### config.mk
export PLATFORM = sky130hd
export DESIGN_NAME = vn_serial
export DESIGN_NICKNAME = d
export VERILOG_FILES = /design/src/rtl/ldpc_pkg.sv /design/src/rtl/sat_fx.sv /design/src/rtl/vn_serial.sv
export SDC_FILE = /design/constraint.sdc
export NUM_CORES = 1
export LEC_CHECK = 0
export CORE_ASPECT_RATIO = 1.4
export CORE_MARGIN = 3
export CORE_UTILIZATION = 60
export CTS_BUF_LIST = sky130_fd_sc_hd__clkbuf_4
export CTS_CLUSTER_DIAMETER = 200
export DETAILED_ROUTE_END_ITERATION = 6
export GPL_TIMING_DRIVEN = 0
export HOLD_SLACK_MARGIN = 0.1
export PLACE_DENSITY = 0.91
export SYNTH_ARGS = -nofsm -noshare
export SYNTH_HDL_FRONTEND = slang
export SYNTH_SLANG_ARGS = --single-unit
### constraint.sdc
create_clock -name clk -period 6.5 [get_ports clk]
set_input_delay 1.95 -clock clk [delete_from_list [all_inputs] [get_ports clk]]
set_output_delay 1.95 -clock clk [all_outputs]
set_load 0.01 [all_outputs]
### src/rtl/ldpc_pkg.sv
// Shared LDPC decoder definitions: fixed-point format, node degrees and the
// variable-node FSM state encoding.
package ldpc_pkg;

    localparam int INT    = 8;
    localparam int FRAC   = 8;
    localparam int W      = INT + FRAC;
    localparam int VN_DEG = 3;
    localparam int CN_DEG = 5;

    typedef enum logic [1:0] {
        ST_IDLE = 2'd0,
        ST_ACC  = 2'd1,
        ST_EMIT = 2'd2
    } vn_state_e;

endpackage

### src/rtl/sat_fx.sv
// Two's-complement saturation of a wide value down to W bits.
module sat_fx #(
    parameter int IW = 20,
    parameter int W  = 16
) (
    input  logic signed [IW-1:0] din,
    output logic        [W-1:0]  dout
);

    // Pass through when all bits above the W-bit sign agree, else clamp.
    always_comb begin
        dout = din[W-1:0];
        if (din[IW-1:W-1] == {(IW-W+1){din[IW-1]}}) begin
            dout = din[W-1:0];
        end else if (din[IW-1]) begin
            dout = {1'b1, {(W-1){1'b0}}};
        end else begin
            dout = {1'b0, {(W-1){1'b1}}};
        end
    end

endmodule

### src/rtl/vn_serial.sv
// Serial LDPC variable node: accumulates the channel LLR and DEG check messages,
// then emits DEG extrinsic messages (total minus own edge) to the check nodes.
module vn_serial #(
    parameter int INT = ldpc_pkg::INT,
    parameter int FRAC = ldpc_pkg::FRAC,
    parameter int DEG = ldpc_pkg::VN_DEG,
    localparam int W  = INT + FRAC,
    localparam int CW = (DEG > 1) ? $clog2(DEG) : 1
) (
    input  logic          clk,
    input  logic          rst,
    input  logic          start,
    input  logic [W-1:0]  llr_in,
    input  logic [W-1:0]  msg_in,
    input  logic          msg_in_valid,
    output logic          msg_in_ready,
    output logic [W-1:0]  msg_out,
    output logic          msg_out_valid,
    input  logic          msg_out_ready,
    output logic [CW-1:0] msg_out_idx,
    output logic          hard_dec,
    output logic          dec_valid,
    output logic          busy
);

    localparam int AW = W + $clog2(DEG + 1);
    localparam int DW = AW + 1;

    ldpc_pkg::vn_state_e state_r, state_nxt_s;
    logic [CW-1:0]       cnt_r, cnt_nxt_s, idx_r, idx_nxt_s;
    logic signed [AW-1:0] acc_r, acc_nxt_s;
    logic [W-1:0]        llr_r, llr_nxt_s;
    logic [W-1:0]        stored_r [DEG];
    logic [W-1:0]        stored_nxt_s [DEG];
    logic                dec_load_s;
    logic signed [DW-1:0] total_nxt_s, diff_s;
    logic [W-1:0]        sat_s;

    // Next-state, datapath update and handshake decisions.
    always_comb begin
        state_nxt_s  = state_r;
        cnt_nxt_s    = cnt_r;
        idx_nxt_s    = idx_r;
        acc_nxt_s    = acc_r;
        llr_nxt_s    = llr_r;
        stored_nxt_s = stored_r;
        dec_load_s   = 1'b0;
        case (state_r)
            ldpc_pkg::ST_IDLE: begin
                if (start) begin
                    llr_nxt_s   = llr_in;
                    acc_nxt_s   = {AW{1'b0}};
                    cnt_nxt_s   = {CW{1'b0}};
                    idx_nxt_s   = {CW{1'b0}};
                    state_nxt_s = ldpc_pkg::ST_ACC;
                end else begin
                    state_nxt_s = ldpc_pkg::ST_IDLE;
                end
            end
            ldpc_pkg::ST_ACC: begin
                if (msg_in_valid) begin
                    stored_nxt_s[cnt_r] = msg_in;
                    acc_nxt_s = acc_r + AW'($signed(msg_in));
                    if (cnt_r == CW'(DEG - 1)) begin
                        cnt_nxt_s   = {CW{1'b0}};
                        idx_nxt_s   = {CW{1'b0}};
                        dec_load_s  = 1'b1;
                        state_nxt_s = ldpc_pkg::ST_EMIT;
                    end else begin
                        cnt_nxt_s = cnt_r + CW'(1);
                    end
                end else begin
                    state_nxt_s = ldpc_pkg::ST_ACC;
                end
            end
            ldpc_pkg::ST_EMIT: begin
                if (msg_out_ready) begin
                    if (idx_r == CW'(DEG - 1)) begin
                        idx_nxt_s   = {CW{1'b0}};
                        state_nxt_s = ldpc_pkg::ST_IDLE;
                    end else begin
                        idx_nxt_s = idx_r + CW'(1);
                    end
                end else begin
                    state_nxt_s = ldpc_pkg::ST_EMIT;
                end
            end
            default: begin
                state_nxt_s = ldpc_pkg::ST_IDLE;
            end
        endcase
    end

    // Outputs are registered, so they are computed from next-cycle values;
    // the difference is formed wide enough that it can never wrap.
    always_comb begin
        total_nxt_s = DW'($signed(llr_nxt_s)) + DW'(acc_nxt_s);
        diff_s      = total_nxt_s - DW'($signed(stored_nxt_s[idx_nxt_s]));
    end

    sat_fx #(
        .IW (DW),
        .W  (W)
    ) u_sat (
        .din  (diff_s),
        .dout (sat_s)
    );

    // State, datapath and registered output update.
    always_ff @(posedge clk or posedge rst) begin
        if (rst) begin
            state_r       <= ldpc_pkg::ST_IDLE;
            cnt_r         <= {CW{1'b0}};
            idx_r         <= {CW{1'b0}};
            acc_r         <= {AW{1'b0}};
            llr_r         <= {W{1'b0}};
            for (int i = 0; i < DEG; i++) begin
                stored_r[i] <= {W{1'b0}};
            end
            msg_in_ready  <= 1'b0;
            msg_out_valid <= 1'b0;
            msg_out       <= {W{1'b0}};
            msg_out_idx   <= {CW{1'b0}};
            hard_dec      <= 1'b0;
            dec_valid     <= 1'b0;
            busy          <= 1'b0;
        end else begin
            state_r       <= state_nxt_s;
            cnt_r         <= cnt_nxt_s;
            idx_r         <= idx_nxt_s;
            acc_r         <= acc_nxt_s;
            llr_r         <= llr_nxt_s;
            stored_r      <= stored_nxt_s;
            msg_in_ready  <= (state_nxt_s == ldpc_pkg::ST_ACC);
            msg_out_valid <= (state_nxt_s == ldpc_pkg::ST_EMIT);
            busy          <= (state_nxt_s != ldpc_pkg::ST_IDLE);
            msg_out       <= sat_s;
            msg_out_idx   <= idx_nxt_s;
            dec_valid     <= dec_load_s;
            if (dec_load_s) begin
                hard_dec <= total_nxt_s[DW-1];
            end else begin
                hard_dec <= hard_dec;
            end
        end
    end

endmodule
== Word-level counts from Yosys, hierarchy flattened ==
Index checks and enable logic that the tools add are counted.

* Register bits after elaboration: 109
* Bits of input ports: 37
* Output and inout port bits: 23
* Logic and storage cells: 72

* Add/subtract/negate cells: 5
* $lt $le $gt $ge: 3
* Equality and inequality tests: 9
* Mux-type cells: 34
* Bitwise gates (word level): 2
* Reductions and logical operators: 5

{| class="wikitable"
|+ Operators by type and width
! kind !! number
|-
| 16-bit 2-to-1 mux || 7
|-
| 48-bit 2-to-1 mux || 2
|-
| 48-bit bitwise mux || 1
|-
| 18-bit 2-to-1 mux || 2
|-
| 18-bit case mux with 2 select lines || 1
|-
| 16-bit binary-select mux with 2-bit select || 1
|-
| 16-bit demux with 2-bit select || 1
|-
| 2-bit 2-to-1 mux || 12
|-
| 16-bit by 18-bit adder with 19-bit output || 1
|-
| 19-bit by 16-bit subtractor with 19-bit output || 1
|-
| 18-bit by 16-bit adder with 18-bit output || 1
|-
| 2-bit case mux with 3 select lines || 2
|-
| 2-bit equality test (second input constant) || 4
|-
| 3-bit >= comparator (second input constant) || 2
|-
| 2-bit inverter with 3-bit output || 2
|-
| 2-bit by 1-bit adder with 2-bit output (second input constant) || 2
|-
| 2-bit by 1-bit equality test with 1-bit output (second input constant) || 2
|-
| 1-bit 2-to-1 mux || 4
|-
| 2-bit != test (second input constant) || 2
|-
| 2-bit case mux with 2 select lines || 1
|-
| 2-bit nonzero test || 2
|-
| 3-bit equality test || 1
|-
| 3-bit by 1-bit less-than comparator with 1-bit output (second input constant) || 1
|-
| 3-bit AND reduction || 1
|-
| 2 further kinds || 2
|}

== Depth between registers and ports, before layout ==
* Word-level depth: 14
* Gate-level depth with buffers: 28
* Depth with buffers taken out: 28

== Modules after synthesis ==
Synthesis repeated with hierarchy kept, for this count alone.

* Cells, all modules: 731
* Area total of the unflattened synthesis: 7235.7 um^2

{| class="wikitable"
|+ Modules (own cells, without submodules)
! module !! times used !! cells an instance !! area each (um^2) !! sequential area each (um^2)
|-
| vn_serial || 1 || 675 || 6865.3 || 2727.6
|-
| sat_fx || 1 || 56 || 370.4 || 0.0
|}

== Worst setup path before layout ==
No wires, ideal clock.

* Kind: in2reg
* Start point: input port msg_in[0]
* End point: register msg_out[13]
* Setup time: 0.120 ns
* Arrival time: 6.941 ns
* Required time: 6.380 ns
* Slack: -0.560 ns
* Stages: 27
* Buffers on the path: 0
* Path through: ha_1 -> fa_1 -> a21o_1 -> a21o_1 -> a21oi_1 -> o21ba_2 -> xor2_1 -> o21ai_0 -> ha_1 -> and3_1 -> nand3_1 -> nor3_1 -> nand3b_1 -> o21ai_0 -> o21bai_1 -> a211oi_1 -> nor2_1 -> ha_1 -> a21oi_1 -> o21ai_0 -> and3_1 -> a211o_1 -> or2_2 -> o311a_1 -> and3_1 -> or2_1 -> a31o_1

* Elaborated cells on any way between the ends: 14
* Those cells by class: add/sub: 3; eq/ne: 1; mux: 10

{| class="wikitable"
|+ RTL lines
! element !! RTL line !! RTL
|-
| start, declared || vn_serial.sv:14 || <nowiki>input logic [W-1:0] msg_in,</nowiki>
|-
| 18-bit by 16-bit adder with 18-bit output * || vn_serial.sv:63 || <nowiki>acc_nxt_s = acc_r + AW'($signed(msg_in));</nowiki>
|-
| 18-bit 2-to-1 mux * || vn_serial.sv:61 || <nowiki>if (msg_in_valid) begin</nowiki>
|-
| 18-bit case mux with 2 select lines * || vn_serial.sv:48 || <nowiki>case (state_r)</nowiki>
|-
| via acc_nxt_s[6] || vn_serial.sv:31 || <nowiki>logic signed [AW-1:0] acc_r, acc_nxt_s;</nowiki>
|-
| 16-bit by 18-bit adder with 19-bit output * || vn_serial.sv:97 || <nowiki>total_nxt_s = DW'($signed(llr_nxt_s)) + DW'(acc_nxt_s);</nowiki>
|-
| 19-bit by 16-bit subtractor with 19-bit output * || vn_serial.sv:98 || <nowiki>diff_s = total_nxt_s - DW'($signed(stored_nxt_s[idx_nxt_s]));</nowiki>
|-
| 3-bit equality test or 16-bit 2-to-1 mux (tied branches) || sat_fx.sv:13, sat_fx.sv:15 ||
|-
| 16-bit 2-to-1 mux * || sat_fx.sv:13 || <nowiki>if (din[IW-1:W-1] == {(IW-W+1){din[IW-1]}}) begin</nowiki>
|-
| via sat_s[13] || vn_serial.sv:37 || <nowiki>logic [W-1:0] sat_s;</nowiki>
|-
| end signal, assigned || vn_serial.sv:122 || <nowiki>msg_out <= {W{1'b0}};</nowiki>
|-
| end signal, assigned || vn_serial.sv:137 || <nowiki>msg_out <= sat_s;</nowiki>
|-
| end, declared || vn_serial.sv:17 || <nowiki>output logic [W-1:0] msg_out,</nowiki>
|}

The timed path passes the listed nets; every way through them passes the cells marked *. The select of a mux whose other input is x is not followed.
A chain may end at the register's enable or synchronous reset.

== Worst setup path after layout ==
Ends and elaborated chain as after synthesis.

==> run summary <==
Clk root buf -> clkbuf_4
CP max stage cell -> fa_2
DR DRC count -> 0
Latest clock arrival within the worst-skew pair -> 480 ps
Clock skew -> 18.1 ps
FFs w/ async S/R, synth -> 100%
Global-route wire length before repair -> 29,800 µm
Hold Path Class -> reg2reg
Total congestion overflow -> 0
RSZ-0062 raised after global routing -> yes
Syn Nets -> 760
Rel. slew slack -> 42.5%
Non-Filler Instances -> 915
CP required -> 6900 ps
Vias in the first global route -> 6,013
CP endpoint kind -> flip-flop
Boundary pin count -> 60
Routed wl met2 -> 10,000 µm
Largest stage delay, worst path -> 360 ps
Most common cell after layout, fill and taps aside -> dfrtp_1
Seq/Total Area, Yosys -> 39.5%
Antenna cells -> 0
Max-cap violations -> 0
Total track usage -> 28.6%
Fin crit period -> 6950 ps
Hold depth -> 1
CP max FO -> 8
Routed WL -> 19,200 µm
Synth warn -> 0
Routability cong. -> 0.933
Clock transition at path regs -> 180 ps
Launch point of the worst reg-to-reg path -> acc_r[0]
Critical Path AT -> 7350 ps
Layout Nets -> 862
Worst Hold Path EP -> stored_r[25]
Worst-Margin Slew -> 863 ps
Worst R2R End -> msg_out[13]
Kind of critical path -> in2reg
Bufs on Longest Clock Path -> 2
CP startpoint kind -> input pin
Placed insts -> 867
R2r worst-path depth -> 27
Multi-input gate area -> 4450 µm²
Fmax -> 0.144 GHz
Synthesized area -> 6910 µm²
Number of synthesized register bits -> 109
Post-synth top flop -> dfrtp_1
Status -> complete, but fails checks
Failing checks -> negative setup slack
Post-Place Cell Area -> 7760 µm²
Full die area -> 12,900 µm²
Post-layout util -> 77.1%
Most frequent cells in the layout -> 109 x dfrtp_1, 62 x mux2_2, 49 x clkdlybuf4s50_1, 42 x nand2_1, 39 x ha_1
DR WL/cell -> 21.0 µm
First-pass iteration count of the detailed router -> 6
CTS tree -> yes
Area Growth Syn to Fin -> 23.2%
Setup WS post-layout -> -450 ps
Max layer used -> met4
Post-layout instance area -> 8510 µm²
Antenna Violating Nets Remaining -> 0
Core area -> 11,000 µm²
Post-synth EDFFs -> 0
IO buf count -> 58
Die Ht -> 133 µm
Chip width -> 96.7 µm
Yosys cell types -> 72
Largest net degree at the start of global routing -> 77
DRT iter0 DRCs -> 345
M1 WL -> 7220 µm
Hold-fix buffers, CTS -> 0
Inserted Clock Buffers -> 9
Largest cells by area after synthesis -> dfrtp_1 39%, mux2_2 10%, ha_1 9.6%, o21ai_0 3.7%, mux2i_1 3.2%
Row count -> 45
Pins Over Slew Limit -> 0
Setup violations, final -> 16
Tcrit/Tclk final -> 107%
Filler cells -> 665
Initial Utilization -> 62.6%
Area share of the largest cell type after synthesis -> 39.5%
Initial antenna violation count -> 0
Synth Instances -> 667
Met3 Routed Length -> 1030 µm
Seq. cell area -> 2730 µm²
Hpwl dp -> 12,900 µm
Mean Syn Cell Area -> 10.4 µm²
CP most frequent cell -> a21o_1
Layout cells sized above 1 -> 27.3%
Sink Count -> 109
R2R setup slack -> 640 ps
Dominant cell type by area after synthesis -> dfrtp_1
Vias post-DR -> 5,843
Via/cell ratio -> 6.39
Critical hold path startpoint -> stored_r[25]
Hold Vio Cnt, Final -> 0
CTS H-tree lvls -> 3
Setup TNS -> -5280 ps
-- metal layers --
metal	global-route usage (%)	up-vias
li1	-	2644
met1	32.6	2872
met2	52.4	238
met3	5.85	89
met4	10.3	0
met5	0	-
-- kinds of logic (layout without fill, tap and decap cells) --
family | Yosys count | count (layout) | share of synthesized area [%]
compound gates | 187 | 187 | 18.1
xor+xnor | 35 | 36 | 4.65
fa+ha+maj | 56 | 56 | 10.5
buf+inv | 43 | 147 | 2.48
flops | 109 | 109 | 39.5
mux | 85 | 85 | 13.5
simple gates | 152 | 154 | 11.4
-- cells in the mapped netlist (all sizes together) (3+ instances only) --
cell type  count
or2            5
o21bai         5
fa             3
xor2          11
mux2i         22
o21a          24
o21ai         51
nand2b         7
dfrtp        109
nand2         44
nand3         21
nor3           3
a31oi          3
o31ai          3
a21o          22
buf            6
a31o           5
nor2          32
mux2          63
nor2b          8
clkbuf        15
ha            53
a21oi         40
xnor2         24
inv           22
a22o           4
and3           9
nand3b         5
nor3b          3
o211ai         5
a211oi         5
or3            3
o31a           3
-- stage by stage --
stage / hold WS (ps) / setup slack (ps)
global route: 529 / -667
detailed placement: 482 / -1860
finish: 520 / -450
floorplan: 471 / -267
CTS: 519 / -420
global placement: 476 / -1740
-- worst max-delay path: cells and delay by family --
family	cells	cell delay, ps
AOI/OAI and AO/OA	15	2790
xor gates and xnor gates	3	540
adders and majority gates	4	1140
buffers and inverters	3	370
and+or+nand+nor	3	560
-- state kept, by name, summed over array words and instances (netlist names) --
name           flops
hard_dec           1
msg_out_valid      1
idx_r              2
busy               1
state_r            2
stored_r          48
llr_r             16
acc_r             18
dec_valid          1
msg_out           16
cnt_r              2
msg_in_ready       1
-- layout make-up --
cell class,instances,share of cell area [%]
clock buffer,9,0.794
buffer,19,1.32
inverter,22,0.999
sequential,109,32.0
timing repair buffer,90,9.80
multi-input combinational,518,52.2
clock inverter,7,0.750
tap,141,2.07
-- repair_timing --
item | in CTS | in global routing
resized for setup | 74 | 45
pin swaps | 63 | 45
buffers inserted | 22 | 9
setup endpoints to repair | 16 | 16
cloned | 0 | 3
-- how the worst max path moves through the flow --
stage / start / to / slack, ps / depth (start not counted)
floorplan: msg_in[0] / msg_out[13] / -270 / 24
global placement: start / msg_out[7] / -1740 / 21
detailed placement: start / msg_out[2] / -1860 / 21
CTS: msg_in[0] / msg_out[13] / -420 / 28
global route: msg_in[0] / msg_out[13] / -670 / 27
finish: msg_in[0] / msg_out[13] / -450 / 28
Power is not shown: default switching activity piles up to over one toggle a cycle in this logic, so the estimate is an artifact.
